$ cat src/rtl/sm4_pkg.sv
// Shared constants and types for the SM4 block sequencer and its chain datapath.
package sm4_pkg;

  localparam int unsigned BLK_W = 128;
  localparam int unsigned CMD_W = 2;

  localparam logic [CMD_W-1:0] CMD_NOP  = 2'b00;
  localparam logic [CMD_W-1:0] CMD_KEXP = 2'b01;
  localparam logic [CMD_W-1:0] CMD_ENC  = 2'b10;
  localparam logic [CMD_W-1:0] CMD_DEC  = 2'b11;

  localparam logic MODE_ECB = 1'b0;
  localparam logic MODE_CBC = 1'b1;

  typedef enum logic [2:0] {
    ST_IDLE  = 3'd0,
    ST_KISS  = 3'd1,
    ST_KWAIT = 3'd2,
    ST_RDY   = 3'd3,
    ST_BISS  = 3'd4,
    ST_BWAIT = 3'd5,
    ST_OUT   = 3'd6
  } state_e;

  typedef struct packed {
    logic [BLK_W-1:0] data;
    logic             last;
  } blk_beat_t;

endpackage

$ cat src/rtl/sm4_cbc_chain.sv
// CBC chain register with IV load and the core input/output XOR muxing.
module sm4_cbc_chain
  import sm4_pkg::*;
(
  input  logic             clk,
  input  logic             rst_n,
  input  logic             mode,
  input  logic             dir,
  input  logic             iv_load,
  input  logic [BLK_W-1:0] iv,
  input  logic [BLK_W-1:0] blk,
  input  logic [BLK_W-1:0] core_dout,
  input  logic             upd,
  output logic [BLK_W-1:0] din_c,
  output logic [BLK_W-1:0] dout_c
);

  logic [BLK_W-1:0] chain_q, chain_d, chain_eff_c;

  // An IV written in the same cycle as a block launch is bypassed to the encrypt XOR.
  always_comb begin
    chain_eff_c = iv_load ? iv : chain_q;
    din_c       = (mode == MODE_CBC && !dir) ? (blk ^ chain_eff_c) : blk;
    dout_c      = (mode == MODE_CBC && dir) ? (core_dout ^ chain_q) : core_dout;
    chain_d     = chain_q;
    if (iv_load) begin
      chain_d = iv;
    end else if (upd && mode == MODE_CBC) begin
      chain_d = dir ? blk : core_dout;
    end
  end

  always_ff @(posedge clk) begin
    if (!rst_n) chain_q <= '0;
    else        chain_q <= chain_d;
  end

endmodule

$ cat src/rtl/sm4_block_sequencer.sv
// Stream-side SM4 controller: key expansion, then one-block-in-flight ECB/CBC processing.
module sm4_block_sequencer
  import sm4_pkg::*;
#(
  parameter int unsigned TIMEOUT_CYC = 48
) (
  input  logic             clk,
  input  logic             rst_n,
  input  logic             cfg_mode,
  input  logic             cfg_dir,
  input  logic             key_valid,
  output logic             key_ready,
  input  logic [BLK_W-1:0] key,
  input  logic             iv_load,
  input  logic [BLK_W-1:0] iv,
  input  logic             s_valid,
  output logic             s_ready,
  input  logic [BLK_W-1:0] s_data,
  input  logic             s_last,
  output logic             m_valid,
  input  logic             m_ready,
  output logic [BLK_W-1:0] m_data,
  output logic             m_last,
  output logic             key_ok,
  output logic             busy,
  output logic             err_timeout,
  output logic [CMD_W-1:0] core_cmd,
  output logic [BLK_W-1:0] core_din,
  input  logic [BLK_W-1:0] core_dout,
  input  logic             core_vld
);

  localparam int unsigned CNT_W = $clog2(TIMEOUT_CYC + 1);

  state_e           state_q, state_d;
  logic [CNT_W-1:0] cnt_q, cnt_d;
  logic             key_ready_q, key_ready_d, rdy_q, rdy_d, busy_q, busy_d;
  logic             key_ok_q, key_ok_d, err_q, err_d;
  logic             m_valid_q, m_valid_d, m_last_q, m_last_d;
  logic [BLK_W-1:0] m_data_q, m_data_d, core_din_q, core_din_d;
  logic [CMD_W-1:0] core_cmd_q, core_cmd_d;
  blk_beat_t        blk_q, blk_d;
  logic             mode_q, mode_d, dir_q, dir_d;

  logic             key_hs_c, blk_hs_c, iv_ld_c, in_rdy_c, timeout_c;
  logic             ch_mode_c, ch_dir_c, ch_upd_c;
  logic [BLK_W-1:0] ch_blk_c, din_c, dout_c;

  // Key reload takes priority: no data accepted while a key is on offer.
  assign s_ready = rdy_q & ~key_valid;

  always_comb begin
    key_hs_c  = key_valid & key_ready_q;
    blk_hs_c  = s_valid & s_ready;
    in_rdy_c  = (state_q == ST_RDY);
    iv_ld_c   = iv_load & (state_q == ST_IDLE || in_rdy_c);
    timeout_c = (cnt_q == CNT_W'(TIMEOUT_CYC - 1));
    ch_mode_c = in_rdy_c ? cfg_mode : mode_q;
    ch_dir_c  = in_rdy_c ? cfg_dir : dir_q;
    ch_blk_c  = in_rdy_c ? s_data : blk_q.data;
    ch_upd_c  = (state_q == ST_BWAIT) & core_vld;
  end

  sm4_cbc_chain u_chain (
    .clk       (clk),
    .rst_n     (rst_n),
    .mode      (ch_mode_c),
    .dir       (ch_dir_c),
    .iv_load   (iv_ld_c),
    .iv        (iv),
    .blk       (ch_blk_c),
    .core_dout (core_dout),
    .upd       (ch_upd_c),
    .din_c     (din_c),
    .dout_c    (dout_c)
  );

  always_comb begin
    state_d    = state_q;
    cnt_d      = '0;
    key_ok_d   = key_ok_q;
    err_d      = err_q;
    m_valid_d  = m_valid_q;
    m_data_d   = m_data_q;
    m_last_d   = m_last_q;
    blk_d      = blk_q;
    mode_d     = mode_q;
    dir_d      = dir_q;
    core_cmd_d = CMD_NOP;
    core_din_d = '0;
    case (state_q)
      ST_IDLE: begin
        if (key_hs_c) begin
          state_d    = ST_KISS;
          err_d      = 1'b0;
          core_cmd_d = CMD_KEXP;
          core_din_d = key;
        end
      end
      ST_KISS: state_d = ST_KWAIT;
      ST_KWAIT: begin
        if (core_vld) begin
          state_d  = ST_RDY;
          key_ok_d = 1'b1;
        end else if (timeout_c) begin
          state_d  = ST_IDLE;
          err_d    = 1'b1;
          key_ok_d = 1'b0;
        end else begin
          cnt_d = cnt_q + CNT_W'(1);
        end
      end
      ST_RDY: begin
        if (key_hs_c) begin
          state_d    = ST_KISS;
          key_ok_d   = 1'b0;
          err_d      = 1'b0;
          core_cmd_d = CMD_KEXP;
          core_din_d = key;
        end else if (blk_hs_c) begin
          state_d    = ST_BISS;
          blk_d.data = s_data;
          blk_d.last = s_last;
          mode_d     = cfg_mode;
          dir_d      = cfg_dir;
          core_cmd_d = cfg_dir ? CMD_DEC : CMD_ENC;
          core_din_d = din_c;
        end
      end
      ST_BISS: state_d = ST_BWAIT;
      ST_BWAIT: begin
        if (core_vld) begin
          state_d   = ST_OUT;
          m_valid_d = 1'b1;
          m_data_d  = dout_c;
          m_last_d  = blk_q.last;
        end else if (timeout_c) begin
          state_d  = ST_IDLE;
          err_d    = 1'b1;
          key_ok_d = 1'b0;
        end else begin
          cnt_d = cnt_q + CNT_W'(1);
        end
      end
      ST_OUT: begin
        if (m_ready) begin
          state_d   = ST_RDY;
          m_valid_d = 1'b0;
        end
      end
      default: state_d = ST_IDLE;
    endcase
  end

  // Ready/busy flags are registered from the next state.
  always_comb begin
    key_ready_d = (state_d == ST_IDLE) || (state_d == ST_RDY);
    rdy_d       = (state_d == ST_RDY);
    busy_d      = ~key_ready_d;
  end

  always_ff @(posedge clk) begin
    if (!rst_n) begin
      state_q     <= ST_IDLE;
      cnt_q       <= '0;
      key_ready_q <= 1'b1;
      rdy_q       <= 1'b0;
      busy_q      <= 1'b0;
      key_ok_q    <= 1'b0;
      err_q       <= 1'b0;
      m_valid_q   <= 1'b0;
      m_data_q    <= '0;
      m_last_q    <= 1'b0;
      core_cmd_q  <= CMD_NOP;
      core_din_q  <= '0;
      blk_q       <= '0;
      mode_q      <= MODE_ECB;
      dir_q       <= 1'b0;
    end else begin
      state_q     <= state_d;
      cnt_q       <= cnt_d;
      key_ready_q <= key_ready_d;
      rdy_q       <= rdy_d;
      busy_q      <= busy_d;
      key_ok_q    <= key_ok_d;
      err_q       <= err_d;
      m_valid_q   <= m_valid_d;
      m_data_q    <= m_data_d;
      m_last_q    <= m_last_d;
      core_cmd_q  <= core_cmd_d;
      core_din_q  <= core_din_d;
      blk_q       <= blk_d;
      mode_q      <= mode_d;
      dir_q       <= dir_d;
    end
  end

  assign key_ready   = key_ready_q;
  assign m_valid     = m_valid_q;
  assign m_data      = m_data_q;
  assign m_last      = m_last_q;
  assign key_ok      = key_ok_q;
  assign busy        = busy_q;
  assign err_timeout = err_q;
  assign core_cmd    = core_cmd_q;
  assign core_din    = core_din_q;

endmodule
$ cat config.mk
export PLATFORM = sky130hd
export DESIGN_NAME = sm4_block_sequencer
export DESIGN_NICKNAME = d
export VERILOG_FILES = /design/src/rtl/sm4_pkg.sv /design/src/rtl/sm4_cbc_chain.sv /design/src/rtl/sm4_block_sequencer.sv
export SDC_FILE = /design/constraint.sdc
export NUM_CORES = 1
export LEC_CHECK = 0
export CORE_AREA = 2 2 304 306
export CTS_CLUSTER_SIZE = 24
export DETAILED_ROUTE_END_ITERATION = 6
export DIE_AREA = 0 0 306 308
export GPL_TIMING_DRIVEN = 0
export PLACE_DENSITY = 0.6
export SETUP_SLACK_MARGIN = 0.05
export SYNTH_ARGS = -nofsm -noshare
export SYNTH_HDL_FRONTEND = slang
export SYNTH_SLANG_ARGS = --single-unit
$ cat constraint.sdc
create_clock -name clk -period 6.7 [get_ports clk]
set_input_delay 2.01 -clock clk [delete_from_list [all_inputs] [get_ports clk]]
set_output_delay 2.01 -clock clk [all_outputs]
set_load 0.02 [all_outputs]
==> results.md <==
- Fin crit share: 81.68%
- Reg clk slew, reported paths: 0.06 ns
- Area Overhead vs Synth: 43.77%
- Num rows: 111
- R2R Setup Slk: 2.38 ns
- FFs w/ async S/R, synth: 0%
- Final worst slack: 1.227 ns
- Die area: 0.09425 mm2
- GPL Wtd Cong: 0.9252
- CTS tree: done
- Worst Hold Depth: 2
- Fill cells: 9216
- CORE AREA: 0.09097 mm2
- Post-synth EDFFs: 0
- DRT antenna net count: 0
- Static leakage: 11.81 nW
- Chip Height: 308 um
- Worst slew pin tran: 1.527 ns
- Mapped Area: 0.02660 mm2
- Post-CTS setup buffer count: 0
- VDD IR max: 171.5 uV
- Post-synth top area share: 40.11%
- Final Skew: 0.01910 ns
- Clock Sinks: 533
- Req. time, crit path: 7.23 ns
- Post-Place Setup Slack: 0.7224 ns
- Max Slew Vio Count: 11
- Register area share after synthesis: 40.11%
- Initial antenna violation count: 48
- Synth unique cells: 51
- Worst rel slew slack: -1.800%
- Area contributors post-synth: dfxtp_1 40%, nand2_1 7.6%, a21oi_1 6.5%
- Post-DR vias/cell: 5.642
- R2r endpoint: core_din[105]
- GR Overflow Total: 0
- Final instance area: 0.03825 mm2
- H-tree levels: 3
- Critical Path Sink Type: register
- Final hold violations: 0
- Hold Path Sink: blk_q[70]
- Xor and xnor area share after synthesis: 7.370%
- Clock root cell: clkbuf_16
- R2R cell count: 8
- Simple-gate share of the synthesized area: 15.28%
- Largest family of logic cells by synthesized area: compound AO/OA/AOI/OAI gates
- First-pass GRT wire length: 216.1 mm
- Gr usage total: 31.85%
- Starting Density: 29.25%
- Synth Flop Type: dfxtp_1
- Share of post-route cells with drive strength above 1: 4.198%
- Io pins: 787
- Worst Hold Launch: blk_q[70]
- Failing checks: capacitance limit, slew limit
- Drt drc: 0
- Worst hold path class: register to register
- CTS Buffer Depth: 3
- CTS buffer count: 67
- Max Cap Viol: 1
- Mux cell area share after synthesis: 6.467%
- #FFs+latches synth: 533
- Post-synthesis compound-gate area fraction: 25.65%
- Net count after synthesis: 3714
- WL/cell: 29.62 um
- Dpl cell area: 0.03599 mm2
- Router iterations before antenna repair: 6
- Largest net degree at the start of global routing: 13
- Post-layout nets: 4568
- Crit-path max FO: 10
- Power Dens Cells: 238.2 mW/mm2
- Hold buffers post-CTS: 0
- Commonest cells after routing, fill and taps aside: 784 x clkdlybuf4s50_1, 540 x nand2_1, 533 x dfxtp_1, 345 x a21oi_1, 281 x clkbuf_1
- Origin of the critical flop-to-flop path: state_q[1]
- Worst skew pair latency: 0.62 ns
- Fin util: 42.05%
- CTS resizes: 0
- Tmin final: 5.473 ns
- Synthesized area per cell: 8.337 um2
- Post-Syn Instances: 3191
- Routed Wire Length: 157.4 mm
- HPWL Detailed: 119.3 mm
- Cell taking the most area after synthesis: dfxtp_1
- Final setup fails: 0
- Setup TNS: 0 ns
- Via Count: 29979
- Crit Path Category: primary input to register
- Number of synthesis warnings: 0
- CP Launch Type: primary input
- Arrival time at the worst endpoint: 6.00 ns
- Number of global-route vias before repair: 29191
- Unrepaired setup endpoints after global routing: no
- Post-synthesis adder-cell area fraction: 0.04703%
- Die Wd: 306 um
- F_max: 182.7 MHz
- PortBufs: 784
- Most common cell after layout, fill and taps aside: clkdlybuf4s50_1
- Drt first-iter violations: 2980
- Outcome: complete, but fails checks
-- state kept, by name, summed over array words and instances, names as in the netlist --
name / count
blk_q: 129
busy: 1
cnt_q: 6
core_cmd: 2
core_din: 128
dir_q: 1
err_timeout: 1
key_ok: 1
key_ready: 1
m_data: 128
m_last: 1
m_valid: 1
mode_q: 1
rdy_q: 1
state_q: 3
u_chain.chain_q: 128
-- final cells by class --
class | instances | area (um2) | area share (%)
Tap cell | 1186 | 1484 | 3.880
Timing Repair Buffer | 785 | 7863 | 20.56
Antenna cell | 31 | 77.57 | 0.2028
Inverter | 5 | 18.77 | 0.04907
Multi-Input combinational cell | 2319 | 14610 | 38.20
Clock buffer | 96 | 1917 | 5.012
Buffer | 334 | 1343 | 3.510
Sequential cell | 533 | 10670 | 27.90
Clock inverter | 25 | 264.0 | 0.6902
-- worst max-delay path: stages --
cell and delay (ns):
clkdlybuf4s50_1 0.47, nand3b_1 0.24, nor2_1 0.56, nand2_1 0.42
clkbuf_1 0.49, inv_2 0.59, clkbuf_1 0.79, a32o_1 0.40
-- worst max-delay path by stage --
stage	slack, ns	startpoint	end
2_1_floorplan	2.38	key_valid	s_ready
3_3_place_gp	0.72	key_valid	core_din[123]
3_5_place_dp	0.72	key_valid	core_din[123]
4_1_cts	1.38	key_valid	core_din[123]
5_1_grt	1.30	key_valid	core_din[105]
6_report	1.23	key_valid	core_din[105]
-- synthesized netlist by cell type (all sizes together) (88+ instances only) --
master	instances
dfxtp	533
o31ai	128
nand2	540
o21ai	201
a21oi	345
xnor2	189
nand4	88
a211oi	88
nor3b	128
clkbuf	271
o211ai	128
a31oi	88
mux2i	170
-- cell families after synthesis --
kind of cell / Yosys count
compound gates: 1085
xor+xnor: 223
fa+ha+maj: 1
buf+inv: 339
flops: 533
mux: 171
simple gates: 839
-- per-stage QoR --
stage / power (mW) / instances / hold WS, ns
2_1_floorplan: 4.358 / 3191 / 0.4175
3_5_place_dp: 5.398 / 5162 / 0.4440
6_report: 9.111 / 5314 / 0.4526
5_1_grt: 9.365 / 5305 / 0.4669
3_3_place_gp: 5.386 / 5161 / 0.4340
4_1_cts: 9.097 / 5283 / 0.4531
-- power breakdown --
group	internal, mW	total [mW]	switching (mW)
clock	2.16	3.73	1.58
combinational	0.763	1.91	1.15
sequential	3.35	3.47	0.115
-- metal layers --
layer	routed length (um)	track usage, %	part of all wire (%)	vias up
li1	-	-	-	13392
met1	61680	38.46	39	14521
met2	73800	52.72	47	1706
met3	15020	8.445	9.5	328
met4	6669	14.89	4.2	32
met5	230	0	0.15	-
(Power assumes the default switching activity.)
